File: src/rtl/ps2_scancode_decoder.sv
`default_nettype none
// ============================================================================
// Module   : ps2_scancode_decoder
// Purpose  : Turns the raw PS/2 Set-2 byte stream into single key events
//            {code, ext, brk}. It collapses the E0 (extended), F0 (break) and
//            E1 (Pause) prefix sequences and drops keyboard controller
//            replies. Events are queued in a first-word-fall-through FIFO with
//            a valid/ready handshake. A partial sequence is aborted when the
//            bus stays silent for too long.
// Ports    : clk, reset (async, active-high)
//            rx_data[7:0], rx_valid          - byte strobe from the PS/2 core
//            evt_code[7:0], evt_ext, evt_brk - FIFO head event
//            evt_valid / evt_ready           - head handshake
//            overflow                        - pulse: event dropped, FIFO full
//            seq_abort                       - pulse: partial sequence timed out
//            seq_busy                        - a prefix sequence is in progress
//            key_state[4:0]                  - {space,right,left,down,up}
//                                              (only with PS2_KEY_STATE_EN)
// Options  : `define PS2_KEY_STATE_EN adds the key_state output.
// Revision : 1.0 - initial release
// ============================================================================
module ps2_scancode_decoder #(
    parameter int FIFO_DEPTH     = 4,
    parameter int TIMEOUT_CYCLES = 500000
) (
    input  logic       clk,
    input  logic       reset,
    input  logic [7:0] rx_data,
    input  logic       rx_valid,
    output logic [7:0] evt_code,
    output logic       evt_ext,
    output logic       evt_brk,
    output logic       evt_valid,
    input  logic       evt_ready,
    output logic       overflow,
    output logic       seq_abort,
    output logic       seq_busy
`ifdef PS2_KEY_STATE_EN
    ,
    output logic [4:0] key_state
`endif
);

    localparam int c_AW = $clog2(FIFO_DEPTH);
    localparam int c_TW = $clog2(TIMEOUT_CYCLES);

    // The abort is taken on the edge where the idle count would reach
    // TIMEOUT_CYCLES-1, so the decision is made while it holds TIMEOUT_CYCLES-2.
    localparam logic [c_TW-1:0] c_TO_TERM = c_TW'(TIMEOUT_CYCLES - 2);
    localparam logic [c_AW:0]   c_FULL    = (c_AW + 1)'(FIFO_DEPTH);

    localparam logic [2:0] c_S_IDLE    = 3'd0;
    localparam logic [2:0] c_S_EXT     = 3'd1;
    localparam logic [2:0] c_S_BRK     = 3'd2;
    localparam logic [2:0] c_S_EXT_BRK = 3'd3;
    localparam logic [2:0] c_S_PAUSE   = 3'd4;

    logic [2:0]      r_state;
    logic [2:0]      w_state_nxt;
    logic [2:0]      r_pause_cnt;
    logic [2:0]      w_pause_nxt;
    logic [c_TW-1:0] r_to_cnt;
    logic            w_push;
    logic [9:0]      w_push_evt;
    logic            w_abort;
    logic            w_is_reply;
    logic            w_is_fake_shift;
    logic            r_overflow;
    logic            r_seq_abort;

    logic [9:0]      r_mem [FIFO_DEPTH];
    logic [c_AW-1:0] r_wr_ptr;
    logic [c_AW-1:0] r_rd_ptr;
    logic [c_AW:0]   r_count;
    logic            w_pop;
    logic            w_full;
    logic            w_wr;

    assign w_is_reply = (rx_data == 8'h00) || (rx_data == 8'hAA) ||
                        (rx_data == 8'hEE) || (rx_data == 8'hFA) ||
                        (rx_data == 8'hFE) || (rx_data == 8'hFF);
    // E0 12 / E0 59 are the "fake shift" codes some keyboards wrap around
    // extended keys; they never reach the consumer.
    assign w_is_fake_shift = (rx_data == 8'h12) || (rx_data == 8'h59);

    // ------------------------------------------------------------------
    // Prefix decoder: next state and the event to push on this byte
    // ------------------------------------------------------------------
    always_comb begin
        w_state_nxt = r_state;
        w_pause_nxt = r_pause_cnt;
        w_push      = 1'b0;
        w_push_evt  = {rx_data, 2'b00};
        if (rx_valid) begin
            case (r_state)
                c_S_IDLE: begin
                    if (rx_data == 8'hE0) begin
                        w_state_nxt = c_S_EXT;
                    end else if (rx_data == 8'hF0) begin
                        w_state_nxt = c_S_BRK;
                    end else if (rx_data == 8'hE1) begin
                        w_state_nxt = c_S_PAUSE;
                        w_pause_nxt = 3'd7;
                    end else if (!w_is_reply) begin
                        w_push     = 1'b1;
                        w_push_evt = {rx_data, 2'b00};
                    end
                end
                c_S_EXT: begin
                    if (rx_data == 8'hF0) begin
                        w_state_nxt = c_S_EXT_BRK;
                    end else if (rx_data == 8'hE0) begin
                        w_state_nxt = c_S_EXT;
                    end else if (w_is_fake_shift) begin
                        w_state_nxt = c_S_IDLE;
                    end else begin
                        w_push      = 1'b1;
                        w_push_evt  = {rx_data, 2'b10};
                        w_state_nxt = c_S_IDLE;
                    end
                end
                c_S_BRK: begin
                    if (rx_data == 8'hE0) begin
                        w_state_nxt = c_S_EXT;
                    end else if (rx_data == 8'hF0) begin
                        w_state_nxt = c_S_BRK;
                    end else begin
                        w_push      = 1'b1;
                        w_push_evt  = {rx_data, 2'b01};
                        w_state_nxt = c_S_IDLE;
                    end
                end
                c_S_EXT_BRK: begin
                    if (w_is_fake_shift) begin
                        w_state_nxt = c_S_IDLE;
                    end else if (rx_data == 8'hE0) begin
                        w_state_nxt = c_S_EXT;
                    end else if (rx_data == 8'hF0) begin
                        w_state_nxt = c_S_EXT_BRK;
                    end else begin
                        w_push      = 1'b1;
                        w_push_evt  = {rx_data, 2'b11};
                        w_state_nxt = c_S_IDLE;
                    end
                end
                c_S_PAUSE: begin
                    // Pause has no break code: the 7 trailing bytes are
                    // swallowed and a single synthetic E0 77 make is emitted.
                    if (r_pause_cnt == 3'd1) begin
                        w_push      = 1'b1;
                        w_push_evt  = {8'h77, 2'b10};
                        w_pause_nxt = 3'd0;
                        w_state_nxt = c_S_IDLE;
                    end else begin
                        w_pause_nxt = r_pause_cnt - 3'd1;
                    end
                end
                default: begin
                    w_state_nxt = c_S_IDLE;
                    w_pause_nxt = 3'd0;
                end
            endcase
        end
    end

    // A byte arriving on the terminal cycle wins over the timeout.
    assign w_abort = (r_state != c_S_IDLE) && !rx_valid && (r_to_cnt == c_TO_TERM);

    always_ff @(posedge clk or posedge reset) begin
        if (reset) begin
            r_state     <= c_S_IDLE;
            r_pause_cnt <= 3'd0;
            r_to_cnt    <= '0;
            r_seq_abort <= 1'b0;
        end else begin
            r_seq_abort <= w_abort;
            if (w_abort) begin
                r_state     <= c_S_IDLE;
                r_pause_cnt <= 3'd0;
                r_to_cnt    <= '0;
            end else begin
                r_state     <= w_state_nxt;
                r_pause_cnt <= w_pause_nxt;
                if (rx_valid || (r_state == c_S_IDLE)) begin
                    r_to_cnt <= '0;
                end else begin
                    r_to_cnt <= r_to_cnt + 1'b1;
                end
            end
        end
    end

    // ------------------------------------------------------------------
    // Event FIFO (first-word-fall-through)
    // ------------------------------------------------------------------
    assign evt_valid = (r_count != '0);
    assign w_pop     = evt_valid && evt_ready;
    assign w_full    = (r_count == c_FULL);
    // A full FIFO still accepts the push when the head leaves on the same edge.
    assign w_wr      = w_push && (!w_full || w_pop);

    always_ff @(posedge clk or posedge reset) begin
        if (reset) begin
            r_wr_ptr   <= '0;
            r_rd_ptr   <= '0;
            r_count    <= '0;
            r_overflow <= 1'b0;
        end else begin
            r_overflow <= w_push && w_full && !w_pop;
            if (w_wr) begin
                r_wr_ptr <= r_wr_ptr + 1'b1;
            end
            if (w_pop) begin
                r_rd_ptr <= r_rd_ptr + 1'b1;
            end
            case ({w_wr, w_pop})
                2'b10:   r_count <= r_count + 1'b1;
                2'b01:   r_count <= r_count - 1'b1;
                default: r_count <= r_count;
            endcase
        end
    end

    always_ff @(posedge clk) begin
        if (w_wr) begin
            r_mem[r_wr_ptr] <= w_push_evt;
        end
    end

    // Stale storage is masked so the event outputs read zero while empty.
    assign {evt_code, evt_ext, evt_brk} = evt_valid ? r_mem[r_rd_ptr] : 10'd0;
    assign overflow  = r_overflow;
    assign seq_abort = r_seq_abort;
    assign seq_busy  = (r_state != c_S_IDLE);

`ifdef PS2_KEY_STATE_EN
    // Game-key level state follows every decoded event, even one the FIFO drops.
    logic [4:0] r_key_state;

    always_ff @(posedge clk or posedge reset) begin
        if (reset) begin
            r_key_state <= 5'd0;
        end else if (w_push) begin
            case (w_push_evt[9:1])
                {8'h75, 1'b1}: r_key_state[0] <= !w_push_evt[0];
                {8'h72, 1'b1}: r_key_state[1] <= !w_push_evt[0];
                {8'h6B, 1'b1}: r_key_state[2] <= !w_push_evt[0];
                {8'h74, 1'b1}: r_key_state[3] <= !w_push_evt[0];
                {8'h29, 1'b0}: r_key_state[4] <= !w_push_evt[0];
                default:       r_key_state    <= r_key_state;
            endcase
        end
    end

    assign key_state = r_key_state;
`endif

endmodule
`default_nettype wire
File: config.mk
export PLATFORM = sky130hd
export DESIGN_NAME = ps2_scancode_decoder
export DESIGN_NICKNAME = d
export VERILOG_FILES = /design/src/rtl/ps2_scancode_decoder.sv
export SDC_FILE = /design/constraint.sdc
export NUM_CORES = 1
export LEC_CHECK = 0
export ABC_AREA = 1
export BUFFER_PORTS_ARGS = -buffer_cell sky130_fd_sc_hd__clkbuf_2
export CAP_MARGIN = 5
export CORE_ASPECT_RATIO = 1.4
export CORE_MARGIN = 10
export CORE_UTILIZATION = 56
export DETAILED_ROUTE_END_ITERATION = 10
export GPL_ROUTABILITY_DRIVEN = 0
export HOLD_SLACK_MARGIN = 0.03
export PLACE_DENSITY_LB_ADDON = 0.2
export RECOVER_POWER = 50
export SLEW_MARGIN = 20
export SYNTH_ARGS = -nofsm -noshare
export SYNTH_HDL_FRONTEND = slang
export SYNTH_SLANG_ARGS = --single-unit
File: constraint.sdc
create_clock -name clk -period 2.55 [get_ports clk]
set_input_delay 0.51 -clock clk [delete_from_list [all_inputs] [get_ports clk]]
set_output_delay 0.51 -clock clk [all_outputs]
set_load 0.01 [all_outputs]
Word level (Yosys, flattened, before mapping)
Memory sizes are Yosys's and may differ from the RTL's. Cells that the tools add are included.

Divide/modulo/power cells: 0. Reduce and logical (&&, ||, !) cells: 26. $lt $le $gt $ge: 0. Multipliers: 0. Shift-type cells: 0. Mux-type cells: 51. $add $sub $neg: 6. Bitwise logic cells: 0. Equal/unequal tests: 25.

Operators with widths (number): 8-bit == test (second input constant) (8); 10-bit case mux with 4 select lines (1); 19-bit 2-to-1 mux (2); 3-bit 2-to-1 mux (12); 10-bit 2-to-1 mux (3); 2-bit 2-to-1 mux (12); 19-bit by 1-bit adder with 19-bit output (second input constant) (1); 19-bit == test (second input constant) (1); 1-bit 2-to-1 mux (17); 3-bit case mux with 5 select lines (1); 3-bit != test (second input constant) (4); 3-bit case mux with 3 select lines (1); 8-bit by 5-bit == test with 1-bit output (second input constant) (1); 8-bit by 7-bit == test with 1-bit output (second input constant) (1); 8-bit zero test (1); 1-bit logical OR (8); 3-bit by 1-bit == test with 1-bit output (second input constant) (2); 3-bit by 2-bit == test with 1-bit output (second input constant) (2); 3-bit == test (second input constant) (2); 1-bit logical AND (6); 3-bit case mux with 2 select lines (1); 3-bit nonzero test (2); 3-bit by 1-bit subtractor with 3-bit output (second input constant) (2); 5-bit != test (second input constant) (1); other kinds (12) (16).

ROM bits: 0. Register bits after elaboration: 34. Memories: 1. Bits in latches: 0. Memory bits (writable): 40. Logic and storage cells: 117.

Memory list: r_mem (depth 4, bits a word 10, read ports 1, clocked after memory_dff 0, wr ports 1, line 71) `logic [9:0] r_mem [FIFO_DEPTH];`.

Depth between registers and ports, before layout
Gate-level depths: netlist of run 1.

Word-level depth: 15. Gate-level depth with buffers: 16. Depth with buffers taken out: 16.

Worst setup path after synthesis of run 1
OpenSTA, ideal clock, no wires.

Path kind: input -> register. Start point: input port rx_data[4]. End point: memory r_mem[0][0] (enable). Library setup time: 376 ps. Path slack: 355 ps. Cell stages on the path: 12. Arrival: 1819 ps. Buffers on the path: 0. Path through: inv_1 nand2_1 nor2_4 nand2_2 nand2_4 nor2_4 nand2_4 nand2_1 nor2_2 nor2_4 nand2_4 nor2_1.

Cells in the longest elaborated chain, start to end: 15. Elaborated cells between the ends (all ways): 32. Those cells by class: eq/ne: 10; mux: 14; reduce/logical: 8.

Ends and longest elaborated chain: start: declaration (line 28) `input logic [7:0] rx_data,`; 8-bit == test / 8-bit zero test (equally long branches) (line 79) `assign w_is_reply = (rx_data == 8'h00) || (rx_data == 8'hAA) ||`; 1-bit logical OR (2 in a row) (line 79); 1-bit logical OR (2 in a row) (line 80) `(rx_data == 8'hEE) || (rx_data == 8'hFA) ||`; 1-bit logical OR (line 81) `(rx_data == 8'hFE) || (rx_data == 8'hFF);`; 1-bit 2-to-1 mux (line 104) `end else if (!w_is_reply) begin`; 1-bit 2-to-1 mux (line 101) `end else if (rx_data == 8'hE1) begin`; 1-bit 2-to-1 mux (line 99) `end else if (rx_data == 8'hF0) begin`; 1-bit 2-to-1 mux (line 97) `if (rx_data == 8'hE0) begin`; 1-bit case mux with 5 select lines * (line 95) `case (r_state)`; 1-bit 2-to-1 mux * (line 94) `if (rx_valid) begin`; 1-bit logical AND * (line 200) `assign w_wr = w_push && (!w_full || w_pop);`; 1-bit 2-to-1 mux * (line 225) `if (w_wr) begin`; 1-bit 2-to-1 mux (implied by the code) * (line 226) `r_mem[r_wr_ptr] <= w_push_evt;`; end: declaration (line 71).

Every way passes the cells marked *; elsewhere a longest branch is shown, timed or not.

Worst setup path after layout of run 1
Start point: register r_rd_ptr[1]. End point: output port evt_code[6].

Cells in the longest elaborated chain, start to end: 2.

Ends and longest elaborated chain: start: declaration (line 73) `logic [c_AW-1:0] r_rd_ptr;`; start signal: assignment (line 214) `r_rd_ptr <= r_rd_ptr + 1'b1;`; memory 4 x 10 bit; 10-bit 2-to-1 mux (line 231) `assign {evt_code, evt_ext, evt_brk} = evt_valid ? r_mem[r_rd_ptr] : 10'd0;`; end: declaration (line 30) `output logic [7:0] evt_code,`.

No other way between the ends.

==> results.toml, run 1 <==
[status]
status = "complete, but fails checks"
violations = "max-capacitance violations, max-slew violations"

[routing]
wl_um = 8070
drtIter0Drc = 144
num_vias = 3095
drt_first_pass_iters = 4
drc_errors = 0
wl_per_cell_um = 13.5
vias_per_cell = 5.18
postRouteAntennaNets = 0

[grt]
overflow = 0
grt_pass1_wl_um = 13800
grt_use_total = 0.152
grt_max_degree = 35
grt_pass1_vias = 3070
antenna_found_initial = 0

[pwr]
p_sw_mw = 1.54
power_frac_clock = 0.260
p_per_area_nw_per_um2 = 940
p_int_mw = 2.67
p_sw_frac = 0.366
p_comb_frac = 0.360
vdd_drop_max_mv = 0.462
seqPwrFrac = 0.380
leakage_nw = 2.00

[setup_path]
path_cells = "inv_1 -> nor2_1 -> o21ai_0 -> a21oi_1 -> clkbuf_2"
required_ns = 2.04
timing_worst_setup_path_type = "reg2out"
worstPathArrival_ns = 1.84
start_kind = "flop"
cp_max_fo = 11
path_buf_inv = 2
cpMaxStageDelayCell = "dfrtp_1"
critPathMaxStageDelay_ns = 0.59
crit_family = "flip-flops"
end_kind = "primary output"

[clocking]
clkSinkCount = 74
post_cts_buffers = 0
cts_hold_repair.buffers = 0
clkTransAtPathRegs_ns = 0.08
cts_buffers = 9
clk_latency_ns = 0.35
clockBufferDepth = 2
cts_tree = "yes"
root_buffer = "clkbuf_8"
cts-resized-gates = 0
htree_levels = 3

[layout]
fill_cells = 587
seq_area_um2 = 2050
area_delta_synth_final_pct = 12.1
multiInputGateArea_um2 = 1660
fin_util = 0.642
nets = 519
num_antenna_cells = 0
drive_above_1_share = 0.155

[sta]
worst_pin_slew_ns = 1.94
rsz0062_at_grt = "false"
drv_slew = 35
worst_clock_skew_ns = 0.00927
min_period_ns = 2.35
hold_viol = 0
max-slew-margin-rel = -0.296
clock.fmax_ghz = 0.426
timing.setup.tns_ns = 0
fin_crit_sh = 0.920
setup_violations = 0

[synthesis]
synthFlopType = "edfxtp_1"
ys_ff_latch = 74
syn_area_per_cell_um2 = 8.64
synth_edf_count = 40
synth_cells = 463
syn-cell-area_um2 = 4000
yosysSeqAreaShare = 0.513
synth.net_count = 484
async_flop_share = 0.459
synthDistinctLibCells = 37
ys_warn_count = 0

[place]
dpl.hpwl_um = 5940
numPortBuffers = 25

[floorplan]
io_pins = 26
rows = 36
die_h_um = 120
die_w_um = 91.5
core-area_um2 = 6980
dieArea_um2 = 11000
start_util = 0.573

[hold_path]
hold_class = "reg2reg"

[flow_run]
max_cap_viol_count = 1
-- worst reg2reg max path, stage by stage, from the launching register on --
cell     delay [ns]
dfrtp_1        0.43
inv_1          0.18
nand2_1        0.09
nor2_1         0.13
nand3_1        0.09
nor2_1         0.20
nor2_4         0.05
nand3_2        0.08
nand2_2        0.07
nand2_2        0.11
inv_1          0.06
fa_1           0.40
inv_1          0.10
nand3_1        0.07
nand3_1        0.10
nand2_1        0.05
-- per-layer routing --
metal  global-route usage  vias to the layer above  wire length [um]
li1                     -                     1571                 -
met1                0.157                     1453              3280
met2                0.292                       56              4360
met3               0.0281                       15               263
met4               0.0619                        0               167
met5                    0                        -                 0
-- power by group through the flow --
stage | combinational [mW] | sequential [mW] | clock [mW]
after CTS | 1.56 | 1.60 | 1.10
after global placement | 1.52 | 1.62 | 0
final | 1.52 | 1.60 | 1.10
after detailed placement | 1.55 | 1.63 | 0
after global routing | 1.73 | 1.62 | 1.16
after floorplan | 1.13 | 1.58 | 0
-- area by class of cell --
cell class	count	area share
timing repair buffer	32	0.0379
sequential	74	0.457
clock inverter	6	0.0257
tap	95	0.0265
clock buffer	10	0.0285
multi-input combinational	317	0.370
inverter	64	0.0536
-- stage by stage --
step / instance area, um^2 / power, mW / instances / worst slack [ns] / hold slack [ns]
finish: 4490 / 4.22 / 598 / 0.204 / 0.483
global route: 4490 / 4.51 / 598 / 0.0176 / 0.507
CTS: 4510 / 4.27 / 598 / 0.157 / 0.260
detailed placement: 4270 / 3.18 / 582 / 0.120 / 0.467
global placement: 4270 / 3.14 / 582 / 0.178 / 0.454
floorplan: 4000 / 2.71 / 463 / 0.355 / 0.439
-- cells in the final DEF (no fill, tap or decap), types with 6 or more instances in the layout --
cell | synthesis | routed
nor2_1 | 97 | 98
nand2_1 | 66 | 68
inv_1 | 57 | 59
edfxtp_1 | 40 | 40
dfrtp_1 | 34 | 34
nand3_1 | 23 | 24
o21ai_0 | 24 | 24
a21oi_1 | 22 | 22
clkbuf_2 | 0 | 22
o21ai_1 | 11 | 11
clkbuf_8 | 0 | 9
nand2_2 | 9 | 8
nor2_4 | 8 | 8
nor3_1 | 8 | 8
nand4_1 | 8 | 8
ha_1 | 8 | 8
buf_4 | 0 | 6
-- flip-flops by register name (all words and copies together) (netlist names) --
register / flops
overflow: 1
r_count: 3
r_mem: 40
r_pause_cnt: 3
r_rd_ptr: 2
r_state: 3
r_to_cnt: 19
r_wr_ptr: 2
seq_abort: 1
-- path summary, 6_finish.rpt --
path | from | endpoint | slack, ns | cells after the start
setup / recovery | r_rd_ptr[1] | evt_code[6] | 0.20 | 5
hold / removal | r_to_cnt[17] | r_to_cnt[17] | 0.48 | 1
setup reg to reg | r_state[2] | r_count[2] | 0.25 | 15
hold reg to reg | r_to_cnt[17] | r_to_cnt[17] | 0.48 | 1
max in group asynchronous | reset | r_to_cnt[6] | 0.60 | 3
min in group asynchronous | reset | r_count[0] | 0.83 | 3
-- synth_stat cells (4+ instances only) --
| master | n | area, um^2 |
|---|---|---|
| edfxtp_1 | 40 | 1200 |
| nand2_4 | 4 | 45.0 |
| a21oi_1 | 22 | 110 |
| ha_1 | 8 | 100 |
| nor3_1 | 8 | 40.0 |
| nand2_2 | 9 | 56.3 |
| nand3_1 | 23 | 115 |
| inv_1 | 57 | 214 |
| o21ai_1 | 11 | 55.1 |
| xor2_1 | 5 | 43.8 |
| o21ai_0 | 24 | 120 |
| nor2_1 | 97 | 364 |
| dfrtp_1 | 34 | 851 |
| nor2_4 | 8 | 90.1 |
| nand2_1 | 66 | 248 |
| nand4_1 | 8 | 50.1 |
| clkbuf_1 | 7 | 26.3 |
| inv_2 | 7 | 26.3 |
-- logic make-up after synthesis --
family	after synthesis	share of synthesized area
simple gates	236	0.281
flops	74	0.513
buf+inv	72	0.0678
compound gates	64	0.0894
fa+ha+maj	9	0.0300
xor+xnor	8	0.0194
Power figures use the tool's default switching activity.
==> run 2: changes to the inputs <==
--- a/config.mk
+++ b/config.mk
@@ -5,16 +5,15 @@
 export SDC_FILE = /design/constraint.sdc
 export NUM_CORES = 1
 export LEC_CHECK = 0
-export ABC_AREA = 1
 export BUFFER_PORTS_ARGS = -buffer_cell sky130_fd_sc_hd__clkbuf_2
 export CAP_MARGIN = 5
 export CORE_ASPECT_RATIO = 1.4
 export CORE_MARGIN = 10
-export CORE_UTILIZATION = 56
+export CORE_UTILIZATION = 57
 export DETAILED_ROUTE_END_ITERATION = 10
 export GPL_ROUTABILITY_DRIVEN = 0
 export HOLD_SLACK_MARGIN = 0.03
-export PLACE_DENSITY_LB_ADDON = 0.2
+export PLACE_DENSITY = 0.76
 export RECOVER_POWER = 50
 export SLEW_MARGIN = 20
 export SYNTH_ARGS = -nofsm -noshare
==> run 2 against run 1 <==
  * The run still ends with max-capacitance violations, max-slew violations left
  * Clock skew shrank 0.0042 ns
  * Hold slack lost 0.018 ns
  * Routed wire length shrank 6.0%
  * Synthesized cell count shrank 35%
  * Worst setup slack lost 0.13 ns
  * Fmax shrank 5.3%
  * Final cell count shrank 26%
  * First-iteration DRC count shrank 28%
  * Utilization grew 6.9 points
  * Via count shrank 19%
  * Die area shrank 6.4%
  * Global-route usage grew 0.76 points
  * Critical path type is now in2reg
  * Highest routed layer unchanged
==> results.toml, run 2 <==
[sta]
drv_slew = 35
clock.fmax_ghz = 0.404
min_period_ns = 2.48
hold_viol = 0
max-slew-margin-rel = -0.215
fin_crit_sh = 0.971
worst_clock_skew_ns = 0.00512
timing.setup.tns_ns = 0
worst_pin_slew_ns = 1.82
setup_violations = 0

[floorplan]
rows = 34
die_w_um = 88.6
die_h_um = 116
core-area_um2 = 6300
dieArea_um2 = 10300
start_util = 0.596
io_pins = 26

[place]
dpl_cell_area_um2 = 4230
dpl.hpwl_um = 5660
placed_cells = 423
numPortBuffers = 25

[synthesis]
ys_warn_count = 0
synth_common_cells = "40 x edfxtp_1, 34 x dfrtp_1, 34 x nor2_1, 18 x nand2_1"
synth_edf_count = 40
yosysSeqAreaShare = 0.547
synth_top_area_frac = 0.320
yosys-top-cells-area = "edfxtp_1 32%, dfrtp_1 23%, mux4_2 6.0%, nor2_1 3.4%, xnor2_1 3.0%"
synthFlopType = "edfxtp_1"
syn-cell-area_um2 = 3750
async_flop_share = 0.459
syn_area_per_cell_um2 = 12.4
synth.net_count = 323
ys_ff_latch = 74
synthDistinctLibCells = 56
yosysTopAreaCell = "edfxtp_1"
synthMostInstantiatedCell = "edfxtp_1"
synth_cells = 302

[layout]
finalInstanceArea_um2 = 4480
nets = 385
largest_register_ffs = 40
area_delta_synth_final_pct = 19.4
top_register = "r_mem"
finalNonFillerCells = 441
mostFrequentLayoutCells = "40 x edfxtp_1, 34 x nor2_1, 33 x dfrtp_1"
num_antenna_cells = 0
fin_util = 0.712
reg_top3 = "r_mem x40, r_to_cnt x19"
layout_commonest_cell = "edfxtp_1"
drive_above_1_share = 0.279

[setup_path]
required_ns = 2.75
crit_path_frequent_cell = "nor2b_4"
timing_worst_setup_path_type = "in2reg"
startpoint = "rx_data[3]"
path_cells = "buf_4 -> or4b_4 -> a211oi_4 -> o41ai_4 -> o21ai_4 -> nor2b_4 -> fa_2 -> nor2b_4 -> a21oi_1 -> a41oi_1 -> o221ai_1"
start_kind = "primary input"
crit_family = "compound AO/OA/AOI/OAI gates"
worstPathArrival_ns = 2.68
r2r_start = "r_state[0]"
cpMaxStageDelayCell = "or4b_4"
path_buf_inv = 1
critPathMaxStageDelay_ns = 0.55
end_kind = "flop"
cp_max_fo = 6

[routing]
wl_um = 7580
drtIter0Drc = 103
drt_first_pass_iters = 4
postRouteAntennaNets = 0
num_vias = 2517
vias_per_cell = 5.71
wl_per_cell_um = 17.2
drc_errors = 0

[grt]
antenna_found_initial = 0
grt_use_total = 0.160
grt_pass1_vias = 2642
overflow = 0
grt_max_degree = 35
grt_pass1_wl_um = 12700

[pwr]
leakage_nw = 1.77
p_comb_frac = 0.382
p_per_area_nw_per_um2 = 958
p_sw_frac = 0.322
p_sw_mw = 1.38
vdd_drop_max_mv = 0.525
power_frac_clock = 0.226
seqPwrFrac = 0.391
p_int_mw = 2.91

[clocking]
clockBufferDepth = 2
cts_hold_repair.buffers = 0
clk_latency_ns = 0.34
clkSinkCount = 74
htree_levels = 3
cts_buffers = 9
clkTransAtPathRegs_ns = 0.07
cts_tree = "yes"
root_buffer = "clkbuf_8"

[hold_path]
hold_class = "in2reg"
min-delay-start = "evt_ready"

[flow_run]
max_cap_viol_count = 1

[status]
violations = "max-capacitance violations, max-slew violations"
status = "complete, but fails checks"
run 2: cell count changes after synthesis, moves of 10 or more:
cell and delta:
nor2_1 -63, nand2_1 -48, inv_1 -42, a21oi_1 -20, o21ai_0 -18, and2_1 +15
nand3_1 -12, xnor2_1 +11, mux4_2 +10, o21ai_1 -10
run 2: through the flow:
step,total power [mW],hold WS (ns),setup WS (ns)
4_1_cts,4.32,0.230,0.0273
5_1_grt,4.56,0.461,-0.0183
3_3_place_gp,3.28,0.459,-0.129
3_5_place_dp,3.35,0.490,-0.280
2_1_floorplan,2.72,0.450,-0.137
6_report,4.29,0.465,0.0730
run 2: logic make-up (layout without fill, tap and decap cells):
| kind of cell | after synthesis | after routing | synth area share |
|---|---|---|---|
| AO/OA/AOI/OAI | 33 | 33 | 0.0803 |
| XOR/XNOR | 21 | 21 | 0.0490 |
| adder cells (fa/ha/maj) | 10 | 10 | 0.0347 |
| buffers and inverters | 23 | 90 | 0.0300 |
| flip-flops | 74 | 74 | 0.547 |
| multiplexers | 15 | 15 | 0.0750 |
| AND/OR/NAND/NOR | 126 | 126 | 0.184 |
run 2: final timing paths:
path | end | slack [ns] | depth (start not counted)
hold / removal | overflow | 0.47 | 2
max in group asynchronous | r_state[1] | 0.60 | 3
hold reg to reg | r_rd_ptr[0] | 0.50 | 1
setup / recovery | r_count[2] | 0.07 | 11
setup reg to reg | r_count[2] | 0.14 | 11
min in group asynchronous | r_to_cnt[10] | 0.78 | 3
run 2: routing by layer:
| layer | track usage | wire length, um | vias to the layer above |
|---|---|---|---|
| li1 | - | - | 1218 |
| met1 | 0.167 | 2850 | 1231 |
| met2 | 0.293 | 4180 | 52 |
| met3 | 0.0485 | 389 | 16 |
| met4 | 0.0562 | 156 | 0 |
| met5 | 0 | 0 | - |
run 2: repair_timing:
item | in CTS | in global routing
endpoints found under the setup margin | 0 | 1
resized for setup | 0 | 9
buffers inserted | 0 | 2
run 2: area by class of cell:
class / instances / area (um^2)
clock buffers: 9 / 124
clock inverters: 7 / 92.6
fillers: 465 / 1820
inverters: 15 / 56.3
multi-input cells: 205 / 1650
flip-flops and latches: 74 / 2050
well taps: 72 / 90.1
repair buffers: 59 / 418
run 2: power groups by stage:
stage	Sequential, mW	Combinational (mW)	Clock [mW]
floorplan	1.64	1.08	0
global placement	1.69	1.59	0
detailed placement	1.70	1.64	0
CTS	1.68	1.65	0.993
global route	1.71	1.81	1.03
finish	1.68	1.64	0.972
